===== src/rtl/memory_unit_param.sv =====
// Parametrised symbol/count memory for the Huffman coder: read, write, saturating
// increment with same-address forwarding, and a hardware clear sweep.
module memory_unit_param #(
  parameter int                DATA_W    = 12,
  parameter int                ADDR_W    = 6,
  parameter logic [DATA_W-1:0] CLEAR_VAL = '0
) (
  input  logic              clock,
  input  logic              reset,
  input  logic              clear,
  input  logic              req,
  input  logic [1:0]        modeselect,
  input  logic [ADDR_W-1:0] addr,
  input  logic [DATA_W-1:0] data,
  output logic              ready,
  output logic              busy,
  output logic [DATA_W-1:0] data_out,
  output logic              out_valid,
  output logic              saturated
);

  localparam int DEPTH = 2**ADDR_W;

  typedef enum logic {ST_CLEAR, ST_RUN} state_t;
  typedef enum logic [1:0] {
    MODE_RD  = 2'b00,
    MODE_WR  = 2'b01,
    MODE_INC = 2'b10,
    MODE_NOP = 2'b11
  } mode_t;

  state_t              state, state_nxt;
  logic [ADDR_W-1:0]   ptr;
  logic [DATA_W-1:0]   mem [DEPTH];

  logic                run, kill, accept, acc_wr, acc_rd;
  logic                vld_p1, inc_p1;
  logic [ADDR_W-1:0]   addr_p1;
  logic [DATA_W-1:0]   rd_p1;
  logic                wb_en, fwd;
  logic [DATA_W-1:0]   wb_val;

  // Counts stick at all-ones instead of wrapping to zero.
  function automatic logic [DATA_W-1:0] sat_inc(input logic [DATA_W-1:0] v);
    return (&v) ? v : v + DATA_W'(1);
  endfunction

  assign run    = (state == ST_RUN);
  assign kill   = run & clear;
  assign accept = run & req & ~clear;
  assign acc_wr = accept & (modeselect == MODE_WR);
  assign acc_rd = accept & ((modeselect == MODE_RD) | (modeselect == MODE_INC));

  assign wb_en  = vld_p1 & inc_p1;
  assign wb_val = sat_inc(rd_p1);
  assign fwd    = wb_en & (addr_p1 == addr);

  assign busy   = ~run;
  assign ready  = run;

  always_comb begin
    state_nxt = state;
    case (state)
      ST_CLEAR: if (&ptr) state_nxt = ST_RUN;
      ST_RUN:   if (clear) state_nxt = ST_CLEAR;
      default:  state_nxt = ST_CLEAR;
    endcase
  end

  always_ff @(posedge clock or posedge reset) begin
    if (reset) begin
      state <= ST_CLEAR;
      ptr   <= '0;
    end else begin
      state <= state_nxt;
      if (state == ST_CLEAR) ptr <= ptr + ADDR_W'(1);
      else if (clear)        ptr <= '0;
    end
  end

  // A write request accepted on the same edge as an increment write-back wins.
  always_ff @(posedge clock) begin
    if (!run) begin
      mem[ptr] <= CLEAR_VAL;
    end else begin
      if (wb_en)  mem[addr_p1] <= wb_val;
      if (acc_wr) mem[addr]    <= data;
    end
  end

  // Stage 0 -> 1: array read, bypassing a same-address increment still being written back
  always_ff @(posedge clock) begin
    if (acc_rd) begin
      rd_p1   <= fwd ? wb_val : mem[addr];
      addr_p1 <= addr;
      inc_p1  <= (modeselect == MODE_INC);
    end
  end

  always_ff @(posedge clock or posedge reset) begin
    if (reset) vld_p1 <= 1'b0;
    else       vld_p1 <= acc_rd;
  end

  // Stage 1 -> 2: result register; a clear drops whatever sits in stage 1
  always_ff @(posedge clock or posedge reset) begin
    if (reset) begin
      data_out  <= '0;
      out_valid <= 1'b0;
      saturated <= 1'b0;
    end else begin
      out_valid <= vld_p1 & ~kill;
      saturated <= vld_p1 & ~kill & inc_p1 & (&rd_p1);
      if (vld_p1 && !kill) data_out <= inc_p1 ? wb_val : rd_p1;
    end
  end

endmodule

===== config.mk =====
export PLATFORM = sky130hd
export DESIGN_NAME = memory_unit_param
export DESIGN_NICKNAME = d
export VERILOG_FILES = /design/src/rtl/memory_unit_param.sv
export SDC_FILE = /design/constraint.sdc
export NUM_CORES = 2
export LEC_CHECK = 0
export CORE_ASPECT_RATIO = 1.5
export CORE_UTILIZATION = 60
export CTS_CLUSTER_SIZE = 8
export DETAILED_ROUTE_END_ITERATION = 8
export PLACE_DENSITY = 0.78
export SLEW_MARGIN = 25
export SYNTH_ARGS = -nofsm -noshare
export SYNTH_HDL_FRONTEND = slang
export SYNTH_SLANG_ARGS = --single-unit

===== constraint.sdc =====
create_clock -name clock -period 3.9 [get_ports clock]
set_clock_uncertainty 0.2 [all_clocks]
set_input_delay 0.39 -clock clock [delete_from_list [all_inputs] [get_ports clock]]
set_output_delay 0.39 -clock clock [all_outputs]
set_load 0.05 [all_outputs]

* Word level (Yosys, flattened, before mapping)
Memories as Yosys holds them, arrays and structs flattened. A register that Yosys moved wholly into a read port is not among the register bits.
Cells that the tools add are included.
** Word-level totals
- Bits in registers :: 29
- RAM bits :: 768
- Input port bits :: 24
- Output and inout port bits :: 16
- Logic and storage cells :: 50
- Memories kept :: 1
** Operators by class
- Add/subtract/negate cells :: 2
- Equality and inequality tests :: 3
- Mux-type cells :: 17
- Bitwise operators :: 13
- Reductions and logical operators :: 6
** Memory list
- mem :: depth 64, width 12, read ports 1, clocked after memory_dff 1, wr ports 2, RTL line 34 : logic [DATA_W-1:0] mem [DEPTH];
** Operators by type and width (count)
- $mux 12 :: 3
- $mux 6 :: 3
- $add 12x1->12 const B :: 1
- $reduce_and 12->1 :: 1
- $reduce_or 12->1 :: 1
- $mux 1 :: 10
- $and 1x1->1 :: 9
- $add 6x1->6 const B :: 1
- $reduce_and 6->1 :: 1
- $not 1->1 :: 3
- $eq 2x1->1 const B :: 1
- $eq 2x2->1 const B :: 1
- $logic_not 2->1 :: 1
- $ne 2x2->1 const B :: 1
- $pmux 1 s2 :: 1
- $logic_and 1x1->1 :: 1
- $logic_not 1->1 :: 1
- $or 1x1->1 :: 1

* Logic depth before layout (Yosys ltp)
- Depth after elaboration :: 6
- Gate-level depth with buffers :: 11
- Gate-level depth less buffers :: 7

* Least setup slack after synthesis
OpenSTA, ideal clock, no wires.
- Path kind :: register to register
- Start point :: reg state (netlist: ready)
- End point :: mem mem[13][0] (enable)
- Setup time :: 0.398 ns
- Arrival :: 3.039 ns
- Data required time :: 3.302 ns
- Slack :: 0.264 ns
- Stages on the path, launching flop included :: 8
- Path buffers :: 2
- Period minus slack after synthesis :: 3.636 ns
- Path through :: dfrtp_1 and3_1 buf_2 clkbuf_1 mux2i_1 nor2b_1 nand3_1 o21ai_0
** RTL lines
- start, declared :: RTL line 32 : state_t state, state_nxt;
- start signal, assigned :: RTL line 75 : state <= state_nxt;
- end, declared :: RTL line 34

==> results.yml <==
flow_run:
  max_cap_violations: 0
route:
  antenna_left: 0
  routed_wirelength_mm: 130
  detail_route.iter0.violations: 3589
  route.vias.total: 28000
  wire_per_inst_um: 33.4
  drt-vias-per-instance: 7.22
  detail_route.drc_violations: 0
  first_pass_iters: 8
clock_tree:
  cts_inserted_buffers: 111
  cts-resized-gates: 0
  cts_htree_levels: 3
  clk_latency_ps: 690
  cts_buffer_depth: 3
  clock-root-buffer: "sky130_fd_sc_hd__clkbuf_16"
  cts_tree: "built"
  path_clk_slew_ps: 60
  postCtsSetupRepairBufs: 0
  cts_hold_repair.buffers: 2
  number_of_sinks_on_the_clock_net: 809
pwr:
  clock_power_share_pct: 39.5
  leakagePower_nw: 16.3
  power_mw: 21.6
  p_int_mw: 16.0
  switchingPower_mw: 5.51
  swShare_pct: 25.6
  vdd_ir_drop_max_mv: 0.496
  power_per_cell_area_nw_per_um2: 457
  seq_power_share_pct: 48.5
  combinationalPowerShare_pct: 12.0
layout:
  layout.cell_area.non_filler_um2: 47200
  final_layout_size_suffix_gt1_share_pct: 41.0
  filler_cell_count: 4649
  layout.nets: 2982
  areaGrowthSynthToFinish_pct: 12.7
floorplan:
  top_level_ports: 40
  die_boundary_height_um: 326
  fp.dieArea_um2: 70900
  die_width_um: 218
  initial_core_util_pct: 60.7
  core_um2: 69100
  core.rowCount: 118
sta:
  fin_tns_setup_ps: 0
  max_slew_margin_pct: 30.6
  timing.final.setup_violations: 0
  timing.final.ws_setup_ps: 299
  part_of_the_cycle_the_worst_path_needs_pct: 92.3
  period_needed_ps: 3600
  final_max_slew_viol_count: 0
  fmax_ghz: 0.278
  rsz_0062_raised_after_global_routing: "false"
  worst-slew-pin-transition_ps: 1040
  finalHoldViolations: 0
yosys:
  synthesis.nets: 2929
  instance_count_of_the_mapped_netlist: 2903
  synth.cells.most_frequent: "787 x sky130_fd_sc_hd__edfxtp_1, 731 x sky130_fd_sc_hd__mux2_2, 235 x sky130_fd_sc_hd__clkbuf_1"
  synth-seq-cells: 809
  synth_area_um2: 41900
  netlist-cell-type-count: 60
  synth_largest_area_cell: "sky130_fd_sc_hd__edfxtp_1"
  synth-main-ff-cell: "sky130_fd_sc_hd__edfxtp_1"
  cell_with_the_most_instances_after_synthesis: "sky130_fd_sc_hd__edfxtp_1"
  async_reset_ff_share_pct: 2.72
  synth_top_area_share_pct: 56.4
  postSynthAreaPerCell_um2: 14.4
  ys_top_cells_by_area: "sky130_fd_sc_hd__edfxtp_1 56%, sky130_fd_sc_hd__mux2_2 20%, sky130_fd_sc_hd__mux4_2 3.7%, sky130_fd_sc_hd__mux2i_1 2.2%, sky130_fd_sc_hd__o22ai_1 2.1%"
  number_of_synthesized_flops_with_an_enable_pin: 787
  total_of_warnings_raised_by_yosys: 0
  synth-seq-area-share_pct: 57.7
critical_path:
  worst_ep_arrival_time_ps: 3830
  cp-start-kind: "input port"
  worst-endpoint-required_ps: 4120
  timing.critical_path.to_type: "flop"
  timing.setup.critical_path_class: "input port to flop"
  crit_fanout: 42
grt:
  track_usage_pct: 36.8
  global_route.overflow_total: 0
  grt_start_max_net_pins: 65
  grt_pass1_wl_mm: 190
  antenna_found_initial: 5
  number_of_global_route_vias_before_repair: 28300
run_status:
  outcome: "finished, final reports clean"
placed_design:
  gpl.final_weighted_congestion: 0.985
  detailedPlacementHpwl_mm: 82.4
  place_area_um2: 44200
  numPortBuffers: 39
  dp_worst_setup_slack_ps: 181
min_path:
  min_path_type: "input port to flop"
registers in the layout (all words and copies together) (netlist names):
name,count
addr_p1,6
data_out,12
inc_p1,1
mem,768
out_valid,1
ptr,6
rd_p1,12
ready,1
saturated,1
vld_p1,1
through the flow:
stage	hold slack, ps	utilization, %	cells
after floorplan	179	-	2903
after global placement	262	63.9	3736
after detailed placement	273	63.9	3737
after CTS	96.2	68.2	3876
after global routing	135	68.4	3880
final	154	68.4	3881
critical path: stages:
cell and delay, ps:
sky130_fd_sc_hd__dlygate4sd3_1 550, sky130_fd_sc_hd__buf_6 220, sky130_fd_sc_hd__buf_12 330, sky130_fd_sc_hd__nor2_4 50, sky130_fd_sc_hd__buf_4 300, sky130_fd_sc_hd__a22oi_1 260
sky130_fd_sc_hd__o22ai_1 180, sky130_fd_sc_hd__a211oi_1 630, sky130_fd_sc_hd__nand3_1 390, sky130_fd_sc_hd__o32a_1 470
cell usage in the layout (no fill, tap or decap), types with 4 or more instances in the layout:
cell type                           n
sky130_fd_sc_hd__buf_16             5
sky130_fd_sc_hd__xor2_1            11
sky130_fd_sc_hd__nor3_1            12
sky130_fd_sc_hd__inv_1             10
sky130_fd_sc_hd__a221o_1           12
sky130_fd_sc_hd__o22ai_1          143
sky130_fd_sc_hd__nand3b_1           4
sky130_fd_sc_hd__buf_12            16
sky130_fd_sc_hd__clkdlybuf4s50_1   24
sky130_fd_sc_hd__xnor2_1            7
sky130_fd_sc_hd__o311ai_0           5
sky130_fd_sc_hd__buf_2              9
sky130_fd_sc_hd__nand4_1            6
sky130_fd_sc_hd__clkbuf_16        111
sky130_fd_sc_hd__o32a_1            11
sky130_fd_sc_hd__nand2b_1          10
sky130_fd_sc_hd__edfxtp_1         787
sky130_fd_sc_hd__nor2b_1            7
sky130_fd_sc_hd__mux2_1            79
sky130_fd_sc_hd__a211oi_1          11
sky130_fd_sc_hd__nor2_4             8
sky130_fd_sc_hd__mux2i_1           91
sky130_fd_sc_hd__nand3_1           52
sky130_fd_sc_hd__a22oi_1           98
sky130_fd_sc_hd__o21ai_0           32
sky130_fd_sc_hd__nand2_1           78
sky130_fd_sc_hd__dfrtp_1           22
sky130_fd_sc_hd__mux4_2            68
sky130_fd_sc_hd__nor2_1           102
sky130_fd_sc_hd__a21oi_1           10
sky130_fd_sc_hd__buf_4            244
sky130_fd_sc_hd__mux2_2           731
sky130_fd_sc_hd__clkbuf_1          21
sky130_fd_sc_hd__a221oi_1          72
power by group through the flow:
stage,combinational (mW),sequential (mW),clock (mW)
global route,2.67,10.5,8.87
detailed placement,2.50,10.6,0
floorplan,1.33,10.6,0
global placement,2.46,10.6,0
finish,2.59,10.5,8.51
CTS,2.51,10.5,8.57
layout make-up:
type	instances	area [um2]	share of cell area, %
clock inverters	5	58.8	0.124
multi-input cells	1717	16300	34.6
clock buffers	132	2860	6.05
flip-flops and latches	809	24200	51.2
inverters	14	52.6	0.111
well taps	900	1130	2.38
diodes	1	2.50	0.00530
repair buffers	303	2630	5.57
per-layer routing:
metal / vias up / track usage [%] / routed length [um]
met3: 414 / 6.94 / 12900
met2: 1845 / 59.6 / 62900
met4: 4 / 22.7 / 8560
met5: - / 0 / 25
li1: 11500 / - / -
met1: 14200 / 45.7 / 45400
cells by family (layout without fill, tap and decap cells):
logic type,after synthesis,after routing,synth area share (%)
AO/OA/AOI/OAI,422,422,7.30
XOR/XNOR,18,18,0.376
adder cells (fa/ha/maj),2,2,0.0597
buffers and inverters,377,454,3.68
flip-flops,809,809,57.7
multiplexers,970,970,27.6
other,0,1,0
AND/OR/NAND/NOR,305,305,3.28
path summary, 6_finish.rpt:
kind | to | start | slack [ps] | cells past startpoint
min in group asynchronous | ptr[2] | reset | 540 | 3
setup / recovery | rd_p1[7] | addr[1] | 300 | 10
hold / removal | mem[55][5] | data[5] | 150 | 2
max in group asynchronous | data_out[11] | reset | 2440 | 3
setup reg to reg | mem[24][4] | inc_p1 | 310 | 6
hold reg to reg | data_out[4] | data_out[4] | 280 | 2
No activity file was read; power rests on OpenSTA's default activity.
